**config.mk**
```make
export PLATFORM = sky130hd
export DESIGN_NAME = core_sched
export DESIGN_NICKNAME = d
export VERILOG_FILES = /design/src/rtl/core_sched.sv
export SDC_FILE = /design/constraint.sdc
export NUM_CORES = 1
export LEC_CHECK = 0
export ABC_CLOCK_PERIOD_IN_PS = 3500
export CORE_ASPECT_RATIO = 1.25
export CORE_UTILIZATION = 50
export CTS_CLUSTER_DIAMETER = 100
export DETAILED_ROUTE_END_ITERATION = 16
export DONT_BUFFER_PORTS = 1
export GPL_ROUTABILITY_DRIVEN = 0
export GPL_TIMING_DRIVEN = 0
export HOLD_SLACK_MARGIN = 0.03
export SYNTH_ARGS = -nofsm -noshare
export SYNTH_HDL_FRONTEND = slang
export SYNTH_SLANG_ARGS = --single-unit
export TNS_END_PERCENT = 5
```
**constraint.sdc**
```tcl
create_clock -name clk -period 3.5 [get_ports clk]
set_clock_uncertainty 0.15 [all_clocks]
set_input_delay 0.525 -clock clk [delete_from_list [all_inputs] [get_ports clk]]
set_output_delay 0.525 -clock clk [all_outputs]
set_load 0.005 [all_outputs]
```
**src/rtl/core_sched.sv**
```systemverilog
// core_sched: starts, pauses and resumes NCORES cores and arbitrates their data-memory write/read ports.
// Latency: wake_ack and grants are same-cycle combinational; start/awake/run_en updates appear 1 cycle after acceptance.
// Backpressure: losing wake and pause/resume requests are dropped, never queued; an ungranted memory request stalls its core.
//
// Ports:
//   clk, rst                         single clock, synchronous active-high reset
//   wake_req/wake_tgt/wake_pc        per-source wake requests (slice i belongs to source i)
//   wake_ack                         per-source acceptance, combinational
//   pr_req/pr_tgt/pr_resume          per-source pause (0) / resume (1) requests
//   wr_req, rd_req                   per-core data-memory port requests
//   halted                           per-core halt status
//   start_valid, start_pc            registered start pulse and held start PC per core
//   awake, run_en                    registered per-core state flags
//   wr_grant, rd_grant               combinational one-hot-or-zero round-robin grants
//   stall                            combinational per-core stall
//   all_done                         registered sticky completion flag
module core_sched #(
   parameter int             NCORES  = 4,
   parameter int             PCW     = 16,
   parameter logic [PCW-1:0] BOOT_PC = '0,
   parameter int             CIDW    = $clog2(NCORES)
) (
   input  logic                   clk,
   input  logic                   rst,
   input  logic [NCORES-1:0]      wake_req,
   input  logic [NCORES*CIDW-1:0] wake_tgt,
   input  logic [NCORES*PCW-1:0]  wake_pc,
   output logic [NCORES-1:0]      wake_ack,
   input  logic [NCORES-1:0]      pr_req,
   input  logic [NCORES*CIDW-1:0] pr_tgt,
   input  logic [NCORES-1:0]      pr_resume,
   input  logic [NCORES-1:0]      wr_req,
   input  logic [NCORES-1:0]      rd_req,
   input  logic [NCORES-1:0]      halted,
   output logic [NCORES-1:0]      start_valid,
   output logic [NCORES*PCW-1:0]  start_pc,
   output logic [NCORES-1:0]      awake,
   output logic [NCORES-1:0]      run_en,
   output logic [NCORES-1:0]      wr_grant,
   output logic [NCORES-1:0]      rd_grant,
   output logic [NCORES-1:0]      stall,
   output logic                   all_done
);

   // Boot bookkeeping: the boot pulse for core 0 is issued on the first
   // clock after reset release, i.e. whenever boot_done is still clear.
   logic            boot_done;
   logic            boot_now;
   logic [CIDW-1:0] wptr;
   logic [CIDW-1:0] rptr;

   assign boot_now = ~boot_done;

   // Round-robin pick: first eligible index at or after ptr, wrapping.
   // NCORES is a power of two, so CIDW-bit addition wraps for free.
   function automatic logic [NCORES-1:0] rr_pick(input logic [NCORES-1:0] elig,
                                                 input logic [CIDW-1:0]   ptr);
      logic [NCORES-1:0] g;
      logic [CIDW-1:0]   idx;
      logic              found;
      g     = '0;
      found = 1'b0;
      idx   = '0;
      for (int off = 0; off < NCORES; off++) begin
         idx = ptr + CIDW'(off);
         if (!found && elig[idx]) begin
            g[idx] = 1'b1;
            found  = 1'b1;
         end
      end
      return g;
   endfunction

   // Pointer advances to one past the granted index; holds when nothing was granted.
   function automatic logic [CIDW-1:0] next_ptr(input logic [NCORES-1:0] grant,
                                                input logic [CIDW-1:0]   ptr);
      logic [CIDW-1:0] p;
      p = ptr;
      for (int i = 0; i < NCORES; i++) begin
         if (grant[i]) begin
            p = CIDW'(i + 1);
         end
      end
      return p;
   endfunction

   // ------------------------------------------------------------------
   // Wake arbitration: scanning sources in ascending order, the first
   // source to name a target claims it. The claim is consumed even when
   // the target refuses (already awake, or booting now), so higher
   // sources never get a second chance at that target in the same cycle.
   // ------------------------------------------------------------------
   logic [NCORES-1:0] wake_claim;
   logic [NCORES-1:0] wake_hit;
   logic [NCORES-1:0] wake_ack_c;
   logic [CIDW-1:0]   wake_t;
   logic [PCW-1:0]    wake_win_pc [NCORES];

   always_comb begin
      wake_claim = '0;
      wake_hit   = '0;
      wake_ack_c = '0;
      wake_t     = '0;
      for (int k = 0; k < NCORES; k++) begin
         wake_win_pc[k] = '0;
      end
      for (int i = 0; i < NCORES; i++) begin
         wake_t = wake_tgt[i*CIDW +: CIDW];
         if (wake_req[i] && !wake_claim[wake_t]) begin
            wake_claim[wake_t] = 1'b1;
            if (!awake[wake_t] && !(boot_now && (wake_t == '0))) begin
               wake_hit[wake_t]    = 1'b1;
               wake_ack_c[i]       = 1'b1;
               wake_win_pc[wake_t] = wake_pc[i*PCW +: PCW];
            end
         end
      end
      if (rst) begin
         wake_hit   = '0;
         wake_ack_c = '0;
      end
   end

   assign wake_ack = wake_ack_c;

   // ------------------------------------------------------------------
   // Pause/resume arbitration: lowest requesting source per target wins.
   // ------------------------------------------------------------------
   logic [NCORES-1:0] pr_hit;
   logic [NCORES-1:0] pr_val;
   logic [CIDW-1:0]   pr_t;

   always_comb begin
      pr_hit = '0;
      pr_val = '0;
      pr_t   = '0;
      for (int i = 0; i < NCORES; i++) begin
         pr_t = pr_tgt[i*CIDW +: CIDW];
         if (pr_req[i] && !pr_hit[pr_t]) begin
            pr_hit[pr_t] = 1'b1;
            pr_val[pr_t] = pr_resume[i];
         end
      end
   end

   // ------------------------------------------------------------------
   // Memory port arbitration and stall. Only awake, running cores compete.
   // ------------------------------------------------------------------
   logic [NCORES-1:0] wr_elig;
   logic [NCORES-1:0] rd_elig;

   assign wr_elig = wr_req & awake & run_en;
   assign rd_elig = rd_req & awake & run_en;

   always_comb begin
      wr_grant = '0;
      rd_grant = '0;
      stall    = '0;
      if (!rst) begin
         wr_grant = rr_pick(wr_elig, wptr);
         rd_grant = rr_pick(rd_elig, rptr);
         stall    = awake & (~run_en | (wr_req & ~wr_grant) | (rd_req & ~rd_grant));
      end
   end

   // Every awake core is halted; sleeping cores count as finished.
   logic cores_finished;
   assign cores_finished = &(halted | ~awake);

   // ------------------------------------------------------------------
   // State registers
   // ------------------------------------------------------------------
   always_ff @(posedge clk) begin
      if (rst) begin
         boot_done   <= 1'b0;
         start_valid <= '0;
         start_pc    <= '0;
         awake       <= '0;
         run_en      <= '0;
         wptr        <= '0;
         rptr        <= '0;
         all_done    <= 1'b0;
      end else begin
         boot_done   <= 1'b1;
         start_valid <= wake_hit | {{(NCORES-1){1'b0}}, boot_now};
         // Priority per core: boot, then accepted wake, then pause/resume.
         for (int k = 0; k < NCORES; k++) begin
            if ((k == 0) && boot_now) begin
               start_pc[k*PCW +: PCW] <= BOOT_PC;
               awake[k]               <= 1'b1;
               run_en[k]              <= 1'b1;
            end else if (wake_hit[k]) begin
               start_pc[k*PCW +: PCW] <= wake_win_pc[k];
               awake[k]               <= 1'b1;
               run_en[k]              <= 1'b1;
            end else if (pr_hit[k]) begin
               run_en[k]              <= pr_val[k];
            end
         end
         wptr <= next_ptr(wr_grant, wptr);
         rptr <= next_ptr(rd_grant, rptr);
         if (boot_done && cores_finished) begin
            all_done <= 1'b1;
         end
      end
   end

endmodule

```
==> results_dict.tcl <==
set metrics [dict create \
    io_pins 199 \
    yosysUniqueCellTypes 76 \
    hold_viol 0 \
    grt_max_degree 15 \
    rrSetupSlack_ps 280 \
    synthesis.nets 822 \
    fp.coreArea_sq_um 11300 \
    power.leakage_uw 0.00221 \
    die_y_microns 123 \
    crit_type "flip-flop to primary output" \
    fin_tns_setup_ps 0 \
    rows 43 \
    synth_seq_cells 82 \
    fin_ws_ps 85.4 \
    layout.nets 836 \
    antenna_found_initial 0 \
    fmax_mhz 293 \
    path_cells "clkbuf_4 -> nand3_1 -> mux4_2 -> nor2_1 -> a21oi_1 -> a2111o_1 -> a311oi_2" \
    wl_per_cell_microns 27.9 \
    outcome "finished, final reports clean" \
    yosysWarnings 0 \
    report.final.slew_viol_count 0 \
    yosysSeqAreaShare_pct 27.9 \
    clk_latency_ps 350 \
    layout_min_cycle_time_ps 3410 \
    cp_num_buf_inv 1 \
    relSlewSlack_pct 15.9 \
    synth.avg_cell_area_sq_um 8.37 \
    power_density_nw_per_um2 433 \
    start_kind "flip-flop" \
    cts.clk_slew.worst_paths_ps 70 \
    chipWidth_microns 99.0 \
    vias 6558 \
    dieArea_sq_um 12200 \
    grt_pass1_vias 6338 \
    hold_start "wake_pc[48]" \
    crit_required_ps 2820 \
    overflow 0 \
    via_per_inst 7.65 \
    r2r_cells 7 \
    synth_edf_count 0 \
    cts-root-buf "clkbuf_16" \
    finalWirelength_mm 23.9 \
    slowest_delay_ps 590 \
    port_buffers 0 \
    syn_area_sq_um 5880 \
    ys.flop_type "dfxtp_1" \
    drt_first_pass_iters 11 \
    worstHoldPathCells 2 \
    worstHoldEndpoint "start_pc[16]" \
    r2r_end "start_pc[8]" \
    grt_pass1_wl_mm 35.1 \
    ir_drop_mv 0.251 \
    crit_slowest_cell "mux4_2" \
    cts_tree "yes" \
    fin_crit_sh_pct 97.6 \
    r2r-start "awake[0]" \
    whs_ps 180 \
    rsz0062_at_grt "false" \
    ant_nets 0 \
    synthToLayoutAreaGrowth_pct 9.06 \
    path_delay_family "compound AO/OA/AOI/OAI gates" \
    ctsHtreeMaxLevel 3 \
    endpoint_kind "primary output" \
    pre_cts_slack_ps 33.0 \
    hpwl_mm 17.2 \
    drtIter0Drc 980 \
    drc 0 \
    final_cells 857 \
    antenna_cells 0 \
    arrival_ps 2740 \
    synth_cells 703 \
    cts_inserted_buffers 9 \
    grtUsageTotal_pct 38.1 \
    start_util_pct 52.1 \
    cap_violations 0 \
    setup_viol 0 \
    placedCellCount 839 \
    cts.sinks 82 \
    worstPathMaxFanout 10 \
    async_flop_share_pct 0 \
    ctsLongestPathBuffers 2 \
    tightest_slew_ps 1250 \
    drive_gt1_share_pct 12.7 \
    hp-class "primary input to flip-flop" \
]
==> registers in the layout, summed over array words and instances, names as in the netlist <==
name	cells
awake	4
run_en	4
start_valid	4
wptr	2
rptr	2
start_pc	64
all_done	1
boot_done	1
==> Yosys cell counts, types with 6 or more instances <==
cell	n	area [sq um]
a21oi_1	39	195
a2bb2oi_1	7	61.3
o22ai_1	9	56.3
nand2_1	84	315
nor2b_1	7	43.8
nand3_1	37	185
a222oi_1	55	551
o21ai_0	6	30.0
ha_1	13	163
nor3b_1	9	67.6
a31oi_1	37	231
dfxtp_1	82	1640
a211oi_1	22	165
and3_1	16	100
nor3_1	11	55.1
o221a_2	8	90.1
nand3b_1	7	52.6
inv_1	20	75.1
clkbuf_1	36	135
a21boi_0	12	90.1
nor2_1	52	195
a311oi_1	6	52.6
mux4_2	10	225
nand4_1	7	43.8
==> cell type report <==
class / instances / area (sq um)
multi-input cells: 550 / 3920
repair buffers: 4 / 30.0
fillers: 1086 / 4880
clock inverters: 5 / 36.3
well taps: 135 / 169
clock buffers: 11 / 253
inverters: 20 / 78.8
flip-flops and latches: 82 / 1640
plain buffers: 50 / 288
==> stage by stage <==
stage / area (sq um) / util [%] / total power [uW]
6_report: 6420 / 56.8 / 2780
5_1_grt: 6420 / 56.8 / 2880
4_1_cts: 6380 / 56.4 / 2730
3_5_place_dp: 6070 / 53.7 / 1790
3_3_place_gp: 6050 / 53.6 / 1780
2_1_floorplan: 5880 / - / 1600
==> cell families (layout without fill, tap and decap cells) <==
kind of cell,count (synthesis),in the layout,synth area share (%)
and+or+nand+nor,273,273,24.4
DFF,82,82,27.9
buffers and inverters,71,90,6.00
muxes,17,17,5.08
AOI/OAI and AO/OA,242,242,33.1
adders and majority gates,13,13,2.76
xor gates and xnor gates,5,5,0.745
==> power by group <==
group	internal, uW	leakage, uW	total, uW	switching (uW)
registers	1020	0.000673	1120	99.1
clock network	523	0.000146	949	426
logic	293	0.00139	714	421
total	1830	0.00221	2780	946
==> how the worst max path moves through the flow <==
stage | from | endpoint | slack [ps] | cells after the start
after floorplan | wptr[0] | stall[3] | 420 | 9
after global placement | wptr[0] | stall[3] | 120 | 9
after detailed placement | wptr[0] | stall[3] | 30 | 9
after CTS | wptr[0] | stall[3] | -10 | 9
after global routing | awake[1] | stall[3] | 5 | 7
final | awake[2] | stall[3] | 90 | 7
==> metal layers <==
metal | GRT usage, % | vias to the layer above | routed length, microns
li1 | - | 2835 | -
met2 | 65.5 | 517 | 11500
met1 | 42.9 | 3127 | 8340
met4 | 18.3 | 0 | 933
met5 | 0 | - | 0
met3 | 11.9 | 79 | 3110
==> placed cells by master (no fill, tap or decap), types with 10 or more instances in the layout <==
master	Yosys	routed
a211oi_1	22	22
a21boi_0	12	12
a21oi_1	39	39
a222oi_1	55	55
a31oi_1	37	37
and3_1	16	16
clkbuf_1	36	31
dfxtp_1	82	80
ha_1	13	12
inv_1	20	19
mux4_2	10	10
nand2_1	84	84
nand3_1	37	37
nor2_1	52	52
nor3_1	11	11
==> repair_timing <==
| action | CTS | global route |
|---|---|---|
| pin swaps | 0 | 0 |
| hold buffers | 0 | 0 |
| setup buffers | 0 | 3 |
| setup endpoints to repair | 9 | 8 |
| resized for setup | 8 | 10 |
No activity file was read; power rests on OpenSTA's default activity.
